## src/rtl/ooo_pkg.sv

```systemverilog
// Shared out-of-order core definitions used by the restore sequencer.
package ooo_pkg;

    // Architectural register count, which is also the number of rename map-table lines.
    localparam int NUM_ARCH_REGS = 32;

    // Recovery sequencer states.
    typedef enum logic [2:0] {
        IDLE     = 3'd0,
        DRAIN    = 3'd1,
        FLUSH    = 3'd2,
        MAPCLR   = 3'd3,
        REDIRECT = 3'd4
    } restore_state_e;

endpackage

```

## src/rtl/sat_counter.sv

```systemverilog
// Saturating enable counter. It holds at all ones instead of wrapping.
module sat_counter #(
    parameter int W = 32
) (
    input  logic         clk_i,
    input  logic         reset_n_i,
    input  logic         en_i,
    output logic [W-1:0] count_o
);

    logic [W-1:0] count_q;
    logic [W-1:0] count_d;

    // Next count: advance when enabled, unless the counter is already saturated.
    always_comb begin
        count_d = count_q;
        if (en_i && (count_q != '1)) begin
            count_d = count_q + 1'b1;
        end
    end

    // Count register.
    always_ff @(posedge clk_i or negedge reset_n_i) begin
        if (!reset_n_i) begin
            count_q <= '0;
        end else begin
            count_q <= count_d;
        end
    end

    assign count_o = count_q;

endmodule

```

## src/rtl/restore_sequencer.sv

```systemverilog
// Multi-cycle recovery controller for mispredictions and LSQ violations.
// The sequence is: drain the in-flight committed store, flush the ROB, LSQ and
// reservation stations, clear the rename map in groups, then redirect fetch.
// Defining RESTORE_STATS_EN adds the restore_count_o and recover_cycles_o counters.
// The recovery sequence is the same whether or not that macro is defined.
// Valid/ready semantics: fetch_redirect_o is a valid that stays high, with
// fetch_pc_o stable, until fetch_ack_i is sampled high on a rising edge.
// state_o exposes the FSM state for debug.
module restore_sequencer
    import ooo_pkg::*;
#(
    parameter int NUM_ARCH_REGS = ooo_pkg::NUM_ARCH_REGS,
    parameter int CLR_PER_CYCLE = 8,
    parameter int DRAIN_TIMEOUT = 15,
    parameter int PC_W          = 64
) (
    input  logic                     clk_i,
    input  logic                     reset_n_i,
    input  logic                     restore_req_i,
    input  logic [PC_W-1:0]          restore_pc_i,
    input  logic                     store_pending_i,
    input  logic                     fetch_ack_i,
    output logic                     commit_stall_o,
    output logic                     rob_flush_o,
    output logic                     lsq_flush_o,
    output logic                     rs_flush_o,
    output logic [NUM_ARCH_REGS-1:0] map_clear_o,
    output logic                     fetch_redirect_o,
    output logic [PC_W-1:0]          fetch_pc_o,
    output logic                     busy_o,
    output logic                     drain_timeout_o,
    output logic [2:0]               state_o
`ifdef RESTORE_STATS_EN
    ,
    output logic [31:0]              restore_count_o,
    output logic [31:0]              recover_cycles_o
`endif
);

    localparam int NUM_GROUPS = NUM_ARCH_REGS / CLR_PER_CYCLE;
    localparam int IDX_W      = (NUM_GROUPS > 1) ? $clog2(NUM_GROUPS) : 1;
    localparam int TMR_W      = $clog2(DRAIN_TIMEOUT + 1);
    localparam logic [IDX_W-1:0] IDX_LAST = IDX_W'(NUM_GROUPS - 1);
    localparam logic [TMR_W-1:0] TMR_MAX  = TMR_W'(DRAIN_TIMEOUT);

    restore_state_e   state_q, state_d;
    logic [TMR_W-1:0] timer_q, timer_d;
    logic [IDX_W-1:0] idx_q, idx_d;
    logic [PC_W-1:0]  pc_q, pc_d;
    logic             timeout_q, timeout_d;

    // State register and datapath flops. Reset aborts any sequence in progress.
    always_ff @(posedge clk_i or negedge reset_n_i) begin
        if (!reset_n_i) begin
            state_q   <= IDLE;
            timer_q   <= '0;
            idx_q     <= '0;
            pc_q      <= '0;
            timeout_q <= 1'b0;
        end else begin
            state_q   <= state_d;
            timer_q   <= timer_d;
            idx_q     <= idx_d;
            pc_q      <= pc_d;
            timeout_q <= timeout_d;
        end
    end

    // Next-state logic, plus the timer, group index, PC latch and sticky timeout.
    always_comb begin
        state_d   = state_q;
        timer_d   = timer_q;
        idx_d     = idx_q;
        pc_d      = pc_q;
        timeout_d = timeout_q;
        case (state_q)
            IDLE: begin
                if (restore_req_i) begin
                    pc_d    = restore_pc_i;
                    timer_d = '0;
                    state_d = DRAIN;
                end
            end
            DRAIN: begin
                if (!store_pending_i) begin
                    state_d = FLUSH;
                end else begin
                    timer_d = (timer_q == TMR_MAX) ? timer_q : timer_q + 1'b1;
                    // A store that never retires must not stall recovery forever.
                    if (timer_d == TMR_MAX) begin
                        timeout_d = 1'b1;
                        state_d   = FLUSH;
                    end
                end
            end
            FLUSH: begin
                idx_d   = '0;
                state_d = MAPCLR;
            end
            MAPCLR: begin
                idx_d = idx_q + 1'b1;
                if (idx_q == IDX_LAST) begin
                    state_d = REDIRECT;
                end
            end
            REDIRECT: begin
                if (fetch_ack_i) begin
                    state_d = IDLE;
                end
            end
            default: state_d = IDLE;
        endcase
    end

    // Outputs are Moore decodes of the state, except commit_stall_o.
    // commit_stall_o also covers the request cycle, so younger instructions never commit.
    always_comb begin
        busy_o           = (state_q != IDLE);
        commit_stall_o   = restore_req_i | busy_o;
        rob_flush_o      = (state_q == FLUSH);
        lsq_flush_o      = (state_q == FLUSH);
        rs_flush_o       = (state_q == FLUSH);
        fetch_redirect_o = (state_q == REDIRECT);
        fetch_pc_o       = pc_q;
        drain_timeout_o  = timeout_q;
        state_o          = state_q;
        map_clear_o      = '0;
        if (state_q == MAPCLR) begin
            for (int g = 0; g < NUM_GROUPS; g++) begin
                if (idx_q == IDX_W'(g)) begin
                    map_clear_o[g*CLR_PER_CYCLE +: CLR_PER_CYCLE] = '1;
                end
            end
        end
    end

    // A new request while a recovery is in progress is dropped; in simulation it is an error.
    a_no_req_while_busy: assert property (@(posedge clk_i) disable iff (!reset_n_i)
        !(restore_req_i && busy_o));

`ifdef RESTORE_STATS_EN
    sat_counter #(.W(32)) u_restore_count (
        .clk_i     (clk_i),
        .reset_n_i (reset_n_i),
        .en_i      ((state_q == IDLE) && restore_req_i),
        .count_o   (restore_count_o)
    );

    sat_counter #(.W(32)) u_recover_cycles (
        .clk_i     (clk_i),
        .reset_n_i (reset_n_i),
        .en_i      (busy_o),
        .count_o   (recover_cycles_o)
    );
`endif

endmodule

```

## config.mk

```make
export PLATFORM = sky130hd
export DESIGN_NAME = restore_sequencer
export DESIGN_NICKNAME = d
export VERILOG_FILES = /design/src/rtl/ooo_pkg.sv /design/src/rtl/sat_counter.sv /design/src/rtl/restore_sequencer.sv
export SDC_FILE = /design/constraint.sdc
export NUM_CORES = 1
export LEC_CHECK = 0
export BUFFER_PORTS_ARGS = -buffer_cell sky130_fd_sc_hd__buf_2
export CAP_MARGIN = 20
export CORE_ASPECT_RATIO = 1.5
export CORE_MARGIN = 10
export CORE_UTILIZATION = 45
export CTS_CLUSTER_SIZE = 40
export DETAILED_ROUTE_END_ITERATION = 8
export PLACE_DENSITY = 0.8
export SETUP_SLACK_MARGIN = 0.15
export SLEW_MARGIN = 0
export SYNTH_ARGS = -nofsm -noshare
export SYNTH_HDL_FRONTEND = slang
export SYNTH_SLANG_ARGS = --single-unit
```

## constraint.sdc

```tcl
create_clock -name clk_i -period 2.15 [get_ports clk_i]
set_clock_uncertainty 0.15 [all_clocks]
set_input_delay 0.3225 -clock clk_i [delete_from_list [all_inputs] [get_ports clk_i]]
set_output_delay 0.3225 -clock clk_i [all_outputs]
set_load 0.1 [all_outputs]
```

==> run_results.csv, run 1 <==
group,metric,value,unit
clock_tree,clk_pin_slew,0.07,ns
flow_run,drv_cap,0,
clock_tree,cts.path.max_buffers,2,
placement,gp_congestion,0.7760,
detailed_routing,route.vias.total,2407,
synthesis,yosys_warnings,0,
clock_tree,clk_latency,0.33,ns
sta,min_period,2.113,ns
sta,finalWorstSetupSlack,0.03656,ns
synthesis,synth_seq_cells,74,
cells_and_area,register_area,0.001863,mm2
floorplan,pin_count,175,
sta,worst_slew_pin_slew,0.5080,ns
grt,grt_pass1_wl,12830,um
grt,grt-ovfl-total,0,
grt,grt_max_degree,68,
worst_setup_path,cp_top_family,"simple AND/OR/NAND/NOR gates",
grt,grt_pass1_vias,2543,
detailed_routing,antenna_left,0,
grt,track_usage,0.1522,
worst_setup_path,slowest_delay,0.50,ns
synthesis,syn_nets,304,
detailed_routing,firstDrtPassIters,4,
clock_tree,htree_levels,3,
clock_tree,cts_tree,"done",
worst_setup_path,crit_chain,"or3_4, or2_4, buf_12",
synthesis,avgSynthCellArea,14.06,um2
worst_setup_path,arrival,1.64,ns
sta,finalSetupViolCount,0,
synthesis,synth_area,0.003233,mm2
sta,relSlewSlack,0.6637,
placement,pre_cts_ws,0.2009,ns
detailed_routing,drt_iter0_drc,103,
detailed_routing,post_drt_wl_per_cell,19.01,um
floorplan,fp.dieH,123.8,um
cells_and_area,multi_input_comb_area,0.001142,mm2
placement,dp_hpwl,6810,um
worst_setup_path,cp-start-kind,"flip-flop",
detailed_routing,avgViaCountPerCell,4.973,
floorplan,chipWidth,89.21,um
cells_and_area,drive_above_1_share,0.6453,
cells_and_area,syn_to_final_growth,54.30,%
sta,clock.fmax,0.4732,GHz
floorplan,start_util,0.4656,
synthesis,synth_top_area_frac,0.5728,
synthesis,synth_commonest_cells,"74 x dfrtp_1, 37 x mux2_2, 31 x buf_4, 28 x mux2_1, 7 x inv_1",
synthesis,synth_cells,230,
synthesis,ys_types,35,
worst_setup_path,crit_fanout,5,
worst_setup_path,cp_slowest_cell,"dfrtp_4",
placement,io_buffers,174,
grt,antenna_found_initial,0,
cells_and_area,nFillCells,462,
sta,period_share,0.9830,
floorplan,dieArea,0.01105,mm2
clock_tree,clockRootBuffer,"clkbuf_8",
sta,drv_slew,0,
synthesis,ys.flop_type,"dfrtp_1",
sta,rsz0062_at_grt,"true",
floorplan,num_rows,37,
clock_tree,cts.sinks,74,
detailed_routing,route.detailed.drc,0,
synthesis,yosysTopAreaCell,"dfrtp_1",
clock_tree,cts_made_buffers,9,
cells_and_area,num_antenna_cells,0,
worst_setup_path,path_buf_inv,1,
detailed_routing,wl,9199,um
sta,report.final.hold_viol_count,0,
floorplan,core_area,0.006944,mm2
worst_setup_path,criticalPathCategory,"reg -> out",
worst_hold_path,hp-class,"in -> reg",
synthesis,netlist_top_cells_area,"dfrtp_1 57%, mux2_2 13%, mux2_1 9.8%",
worst_setup_path,cp.required,1.68,ns
run_status,status,"complete, no violations",
synthesis,yosysSeqAreaShare,0.5728,
synthesis,synth_edf_count,0,
cells_and_area,nets,475,
synthesis,synthArstFlopShare,1.000,
synthesis,yosysMostFrequentCell,"dfrtp_1",
worst_setup_path,end_kind,"primary output",
## path summary, 6_finish.rpt
| kind | startpoint | slack (ns) | cells after the start | to |
|---|---|---|---|---|
| worst max-delay path | state_o[1] | 0.04 | 3 | commit_stall_o |
| worst min-delay path | restore_pc_i[11] | 0.05 | 2 | fetch_pc_o[11] |
| worst min register to register | drain_timeout_o | 0.30 | 1 | drain_timeout_o |
| min in group asynchronous | reset_n_i | 0.27 | 2 | fetch_pc_o[12] |
| worst max register to register | state_o[2] | 0.14 | 6 | fetch_pc_o[40] |
| max in group asynchronous | reset_n_i | 0.97 | 3 | state_o[1] |
## flip-flops by register name, indices dropped and copies added, names as in the netlist
name,flops
fetch_pc_o,64
state_o,3
drain_timeout_o,1
timer_q,4
idx_q,2
## metal layers
metal | GRT usage | routed length, um
met1 | 0.1442 | 3051
met2 | 0.2834 | 5295
met3 | 0.06405 | 731
met4 | 0.05090 | 121
met5 | 0 | 0
## layout make-up
cell class,count,share of cell area
sequential,74,0.3735
timing repair buffer,197,0.3399
multi-input combinational,112,0.2290
clock buffer,13,0.02985
tap,78,0.01956
inverter,7,0.005267
clock inverter,3,0.003010
## stage by stage
stage	area, um2	cells	util	hold slack [ns]	setup TNS (ns)
after floorplan	3450	230	-	-0.1231	-0.3258
after global placement	4517	447	0.6505	0.06414	0
after detailed placement	4517	447	0.6505	0.06927	0
after CTS	4808	474	0.6924	0.02817	0
after global routing	4989	484	0.7184	0.02518	-0.2178
final	4989	484	0.7184	0.04981	0
## cell families (layout without fill, tap and decap cells)
family                   Yosys count  after routing  synth area share
flip-flops                        74             74            0.5728
multiplexers                      65             65            0.2264
buffers and inverters             45            220           0.09636
AND/OR/NAND/NOR                   26             27           0.05263
AO/OA/AOI/OAI                     14             14           0.02980
adder cells (fa/ha/maj)            5              5           0.01935
XOR/XNOR                           1              1          0.002709
## repair_timing
item | CTS | global route
hold buffers | 1 | 0
pin swaps | 5 | 3
endpoints found under the hold margin | 10 | 0
buffers inserted | 9 | 4
endpoints found under the setup margin | 38 | 99
resized for setup | 10 | 13
gates cloned | 1 | 6
## layout by cell type (no fill, tap or decap), types with 3 or more instances in the layout
| cell type | netlist | routed |
|---|---|---|
| clkbuf_8 | 0 | 10 |
| nor3_1 | 4 | 3 |
| mux2_2 | 37 | 37 |
| nand2_1 | 4 | 4 |
| clkbuf_1 | 1 | 3 |
| ha_1 | 5 | 5 |
| inv_1 | 7 | 7 |
| and3_4 | 0 | 5 |
| clkinv_2 | 0 | 3 |
| nand3_1 | 3 | 3 |
| a21oi_1 | 3 | 3 |
| dfrtp_4 | 0 | 3 |
| dfrtp_1 | 74 | 71 |
| mux2_1 | 28 | 28 |
| clkbuf_16 | 0 | 3 |
| buf_4 | 31 | 13 |
| buf_6 | 3 | 5 |
| buf_2 | 3 | 136 |
| buf_12 | 0 | 38 |
Power of run 1 is not shown: default switching activity piles up to over one toggle a cycle in this logic, so the estimate is an artifact.
==> inputs of run 2 (changes only) <==
--- a/config.mk
+++ b/config.mk
@@ -5,7 +5,7 @@
 export SDC_FILE = /design/constraint.sdc
 export NUM_CORES = 1
 export LEC_CHECK = 0
-export BUFFER_PORTS_ARGS = -buffer_cell sky130_fd_sc_hd__buf_2
+export BUFFER_PORTS_ARGS = -buffer_cell sky130_fd_sc_hd__buf_4
 export CAP_MARGIN = 20
 export CORE_ASPECT_RATIO = 1.5
 export CORE_MARGIN = 10
@@ -14,7 +14,7 @@
 export DETAILED_ROUTE_END_ITERATION = 8
 export PLACE_DENSITY = 0.8
 export SETUP_SLACK_MARGIN = 0.15
-export SLEW_MARGIN = 0
+export SLEW_MARGIN = 20
 export SYNTH_ARGS = -nofsm -noshare
 export SYNTH_HDL_FRONTEND = slang
 export SYNTH_SLANG_ARGS = --single-unit
==> run_results.csv, run 2 (same netlist as run 1, synthesis figures left out) <==
group,metric,value,unit
run_status,status,"complete, no violations",
placement,gp_congestion,0.7608,
worst_setup_path,cp.depth,4,
worst_setup_path,arrival,1.65,ns
grt,track_usage,0.1676,
cells_and_area,drive_above_1_share,0.6667,
sta,rsz0062_at_grt,"true",
clock_tree,cts.sinks,74,
cells_and_area,register_area,0.001864,mm2
clock_tree,clk_latency,0.33,ns
cells_and_area,nFillCells,447,
cells_and_area,syn_to_final_growth,66.52,%
placement,io_buffers,174,
floorplan,fp.dieH,123.8,um
detailed_routing,route.detailed.drc,0,
floorplan,core_area,0.006944,mm2
worst_setup_path,crit_end,"map_clear_o[12]",
detailed_routing,drt_iter0_drc,146,
cells_and_area,largest_reg_flops,64,
detailed_routing,wl,10480,um
clock_tree,clockRootBuffer,"clkbuf_8",
cells_and_area,layout_commonest_cell,"buf_4",
detailed_routing,post_drt_wl_per_cell,21.30,um
sta,finalSetupViolCount,0,
sta,min_period,2.126,ns
detailed_routing,firstDrtPassIters,5,
worst_setup_path,rrSetupSlack,0.12,ns
grt,grt_pass1_vias,2711,
sta,worst_slew_pin_slew,0.4669,ns
clock_tree,cts.path.max_buffers,2,
flow_run,drv_cap,0,
worst_setup_path,criticalPathCategory,"reg -> out",
grt,antenna_found_initial,0,
cells_and_area,multi_input_comb_area,0.001170,mm2
cells_and_area,nets,485,
clock_tree,htree_levels,3,
detailed_routing,antenna_left,0,
worst_setup_path,cp_slowest_cell,"dfrtp_4",
worst_setup_path,r2r-end,"fetch_pc_o[28]",
sta,period_share,0.9891,
sta,clock.fmax,0.4703,GHz
sta,drv_slew,0,
floorplan,chipWidth,89.21,um
worst_setup_path,cp_top_family,"simple AND/OR/NAND/NOR gates",
worst_setup_path,slowest_delay,0.50,ns
clock_tree,cts_made_buffers,9,
floorplan,pin_count,175,
grt,grt_pass1_wl,13970,um
floorplan,num_rows,37,
sta,relSlewSlack,0.6878,
cells_and_area,utilization,0.7753,
detailed_routing,avgViaCountPerCell,5.148,
worst_setup_path,crit_chain,"nor2b_4, and3_4, buf_6, buf_12",
detailed_routing,route.vias.total,2533,
worst_setup_path,crit_fanout,8,
worst_setup_path,critPathLaunch,"state_o[2]",
clock_tree,cts_tree,"done",
worst_setup_path,cp.required,1.68,ns
floorplan,start_util,0.4656,
floorplan,dieArea,0.01105,mm2
worst_setup_path,reg2reg_depth,6,
worst_setup_path,end_kind,"primary output",
worst_setup_path,path_buf_inv,2,
worst_setup_path,rr_startpoint,"state_o[1]",
grt,grt-ovfl-total,0,
worst_setup_path,cp-start-kind,"flip-flop",
worst_hold_path,hp-class,"in -> reg",
sta,report.final.hold_viol_count,0,
grt,grt_max_degree,68,
placement,dp_hpwl,7039,um
cells_and_area,final_cell_mix,"149 x buf_4, 70 x dfrtp_1, 37 x mux2_2",
cells_and_area,num_antenna_cells,0,
clock_tree,clk_pin_slew,0.07,ns
[run 2: cell types whose count changed in the layout (fill, tap and decap cells not counted), sizes merged]
cell / before / now
clkbuf: 16 / 17
buf: 193 / 203
clkinv: 3 / 0
[run 2: how the worst min path moves through the flow]
stage / start / end / slack (ns) / cells past startpoint
4_1_cts: restore_pc_i[11] / fetch_pc_o[11] / 0.03 / 2
5_1_grt: restore_pc_i[4] / fetch_pc_o[4] / 0.03 / 2
6_report: restore_pc_i[4] / fetch_pc_o[4] / 0.05 / 2
3_3_place_gp: reset_n_i / fetch_pc_o[12] / 0.15 / 1
3_5_place_dp: reset_n_i / fetch_pc_o[26] / 0.15 / 1
2_1_floorplan: reset_n_i / drain_timeout_o / -0.12 / 0
[run 2: stage by stage]
stage          setup slack [ns]  setup TNS (ns)  area [um2]  instances  hold slack (ns)
2_1_floorplan          -0.01467         -0.3258        3450        230          -0.1231
3_3_place_gp             0.2559               0        4464        446           0.1503
3_5_place_dp             0.2295               0        4464        446           0.1546
4_1_cts                 0.03675               0        5044        478          0.03331
5_1_grt                -0.02583        -0.09478        5384        492          0.02978
6_report                0.02353               0        5384        492          0.04981
[run 2: routing by layer]
layer	wire (um)	track usage
met5	0	0
met1	3067	0.1415
met2	6132	0.3185
met4	240	0.06487
met3	1042	0.08301
[run 2: repair_timing]
action                                  CTS  global route
endpoints found under the hold margin    33             0
setup buffers                            16             8
endpoints found under the setup margin   34           102
hold buffers                              1             0
pin swaps                                 1             6
cloned                                    1             6
resized for setup                        69            47
[run 2: cell type report]
cell class	instances	share of cell area
flip-flops and latches	74	0.3463
well taps	78	0.01813
multi-input cells	112	0.2173
repair buffers	207	0.3851
inverters	7	0.004880
clock buffers	14	0.02835
Power of run 2 is left out for the same reason.
==> inputs of run 3 (changes only) <==
--- a/config.mk
+++ b/config.mk
@@ -9,10 +9,11 @@
 export CAP_MARGIN = 20
 export CORE_ASPECT_RATIO = 1.5
 export CORE_MARGIN = 10
-export CORE_UTILIZATION = 45
+export CORE_UTILIZATION = 46
+export CTS_BUF_LIST = sky130_fd_sc_hd__clkbuf_8
 export CTS_CLUSTER_SIZE = 40
 export DETAILED_ROUTE_END_ITERATION = 8
-export PLACE_DENSITY = 0.8
+export PLACE_DENSITY = 0.82
 export SETUP_SLACK_MARGIN = 0.15
 export SLEW_MARGIN = 20
 export SYNTH_ARGS = -nofsm -noshare
==> run_results.csv, run 3 (same netlist as run 1, synthesis figures left out) <==
group,metric,value,unit
sta,worst_slew_pin_slew,0.5142,ns
grt,antenna_found_initial,0,
detailed_routing,antenna_left,0,
sta,clock.fmax,0.4692,GHz
floorplan,fp.dieH,122.7,um
detailed_routing,route.vias.total,2483,
detailed_routing,avgViaCountPerCell,5.173,
sta,report.final.hold_viol_count,0,
worst_setup_path,cp-start-kind,"flip-flop",
floorplan,core_area,0.006852,mm2
floorplan,chipWidth,88.45,um
clock_tree,cts.path.max_buffers,2,
worst_setup_path,crit_chain,"nor2b_4, and3_4, buf_6",
detailed_routing,post_drt_wl_per_cell,21.88,um
run_status,status,"complete, no violations",
floorplan,num_rows,37,
cells_and_area,syn_to_final_growth,68.96,%
cells_and_area,postLayoutCellArea,0.005463,mm2
worst_setup_path,cp_slowest_cell,"dfrtp_4",
grt,grt_max_degree,44,
detailed_routing,route.detailed.drc,0,
detailed_routing,firstDrtPassIters,4,
clock_tree,htree_levels,3,
sta,period_share,0.9913,
grt,track_usage,0.1694,
sta,relSlewSlack,0.6572,
clock_tree,cts.sinks,74,
cells_and_area,nFillCells,400,
cells_and_area,final_cell_mix,"144 x buf_4, 71 x dfrtp_1, 42 x mux2_4",
clock_tree,cts_tree,"done",
cells_and_area,multi_input_comb_area,0.001304,mm2
worst_setup_path,arrival,1.66,ns
sta,drv_slew,0,
floorplan,pin_count,175,
worst_setup_path,crit_fanout,8,
grt,grt-ovfl-total,0,
worst_setup_path,cp.required,1.68,ns
placement,placed_area,0.004479,mm2
clock_tree,clk_latency,0.34,ns
cells_and_area,layout_commonest_cell,"buf_4",
sta,rsz0062_at_grt,"true",
clock_tree,clk_pin_slew,0.07,ns
cells_and_area,drive_above_1_share,0.7015,
sta,finalSetupViolCount,0,
placement,io_buffers,174,
worst_setup_path,path_buf_inv,1,
cells_and_area,nets,471,
floorplan,dieArea,0.01085,mm2
worst_hold_path,hp-class,"in -> reg",
detailed_routing,wl,10500,um
floorplan,start_util,0.4719,
worst_setup_path,cp_top_family,"simple AND/OR/NAND/NOR gates",
sta,min_period,2.131,ns
worst_setup_path,criticalPathCategory,"reg -> out",
grt,grt_pass1_wl,13910,um
placement,gp_congestion,0.7995,
cells_and_area,largest_reg_flops,64,
cells_and_area,num_antenna_cells,0,
grt,grt_pass1_vias,2667,
sta,timing.hold.ws,0.04340,ns
clock_tree,clockRootBuffer,"clkbuf_8",
worst_setup_path,end_kind,"primary output",
detailed_routing,drt_iter0_drc,117,
flow_run,drv_cap,0,
clock_tree,cts_made_buffers,9,
worst_setup_path,slowest_delay,0.51,ns
cells_and_area,register_area,0.001863,mm2
placement,dp_hpwl,7069,um
## run 3: cell types whose count changed in the layout (fill, tap and decap cells not counted), sizes merged
cell / previous run / this run
buf: 203 / 191
bufinv: 0 / 2
clkbuf: 17 / 11
clkinv: 0 / 4
## run 3: repair_timing
action / CTS / global route
hold buffers: 1 / 0
setup endpoints to repair: 34 / 71
cloned: 1 / 2
gates resized for setup: 65 / 89
hold endpoints to repair: 38 / 0
pin swaps: 1 / 4
setup buffers: 11 / 1
## run 3: final timing paths
kind                            slack [ns]  cells past startpoint               to             start
max in group asynchronous             0.93                      3   fetch_pc_o[61]         reset_n_i
worst max-delay path                  0.02                      3  map_clear_o[15]        state_o[2]
worst max register to register        0.10                      5   fetch_pc_o[56]        state_o[1]
min in group asynchronous             0.36                      2   fetch_pc_o[19]         reset_n_i
worst min register to register        0.34                      1  drain_timeout_o   drain_timeout_o
worst min-delay path                  0.04                      2   fetch_pc_o[15]  restore_pc_i[15]
## run 3: cell type report
| class | instances | area share |
|---|---|---|
| repair buffers | 193 | 0.3578 |
| clock buffers | 10 | 0.02519 |
| flip-flops and latches | 74 | 0.3410 |
| clock inverters | 6 | 0.01466 |
| inverters | 7 | 0.004810 |
| well taps | 78 | 0.01787 |
| multi-input cells | 112 | 0.2387 |
## run 3: metal layers
metal / share of wire / track usage
met4: 0.029 / 0.08519
met2: 0.57 / 0.3245
met5: 0 / 0
met3: 0.094 / 0.07692
met1: 0.31 / 0.1373
## run 3: stage by stage
step	cells	setup TNS [ns]	util	worst slack (ns)
CTS	477	0	0.7401	0.02382
global placement	448	0	0.6538	0.2554
floorplan	230	-0.3258	-	-0.01467
global route	480	-0.4519	0.7973	-0.04670
detailed placement	448	0	0.6538	0.2253
finish	480	0	0.7973	0.01869
## run 3: worst register-to-register path, stage by stage (launching register included)
cell	delay (ns)
dfrtp_4	0.50
buf_4	0.16
nor4b_4	0.37
buf_6	0.21
buf_16	0.21
mux2_4	0.34
Power of run 3 is left out for the same reason.
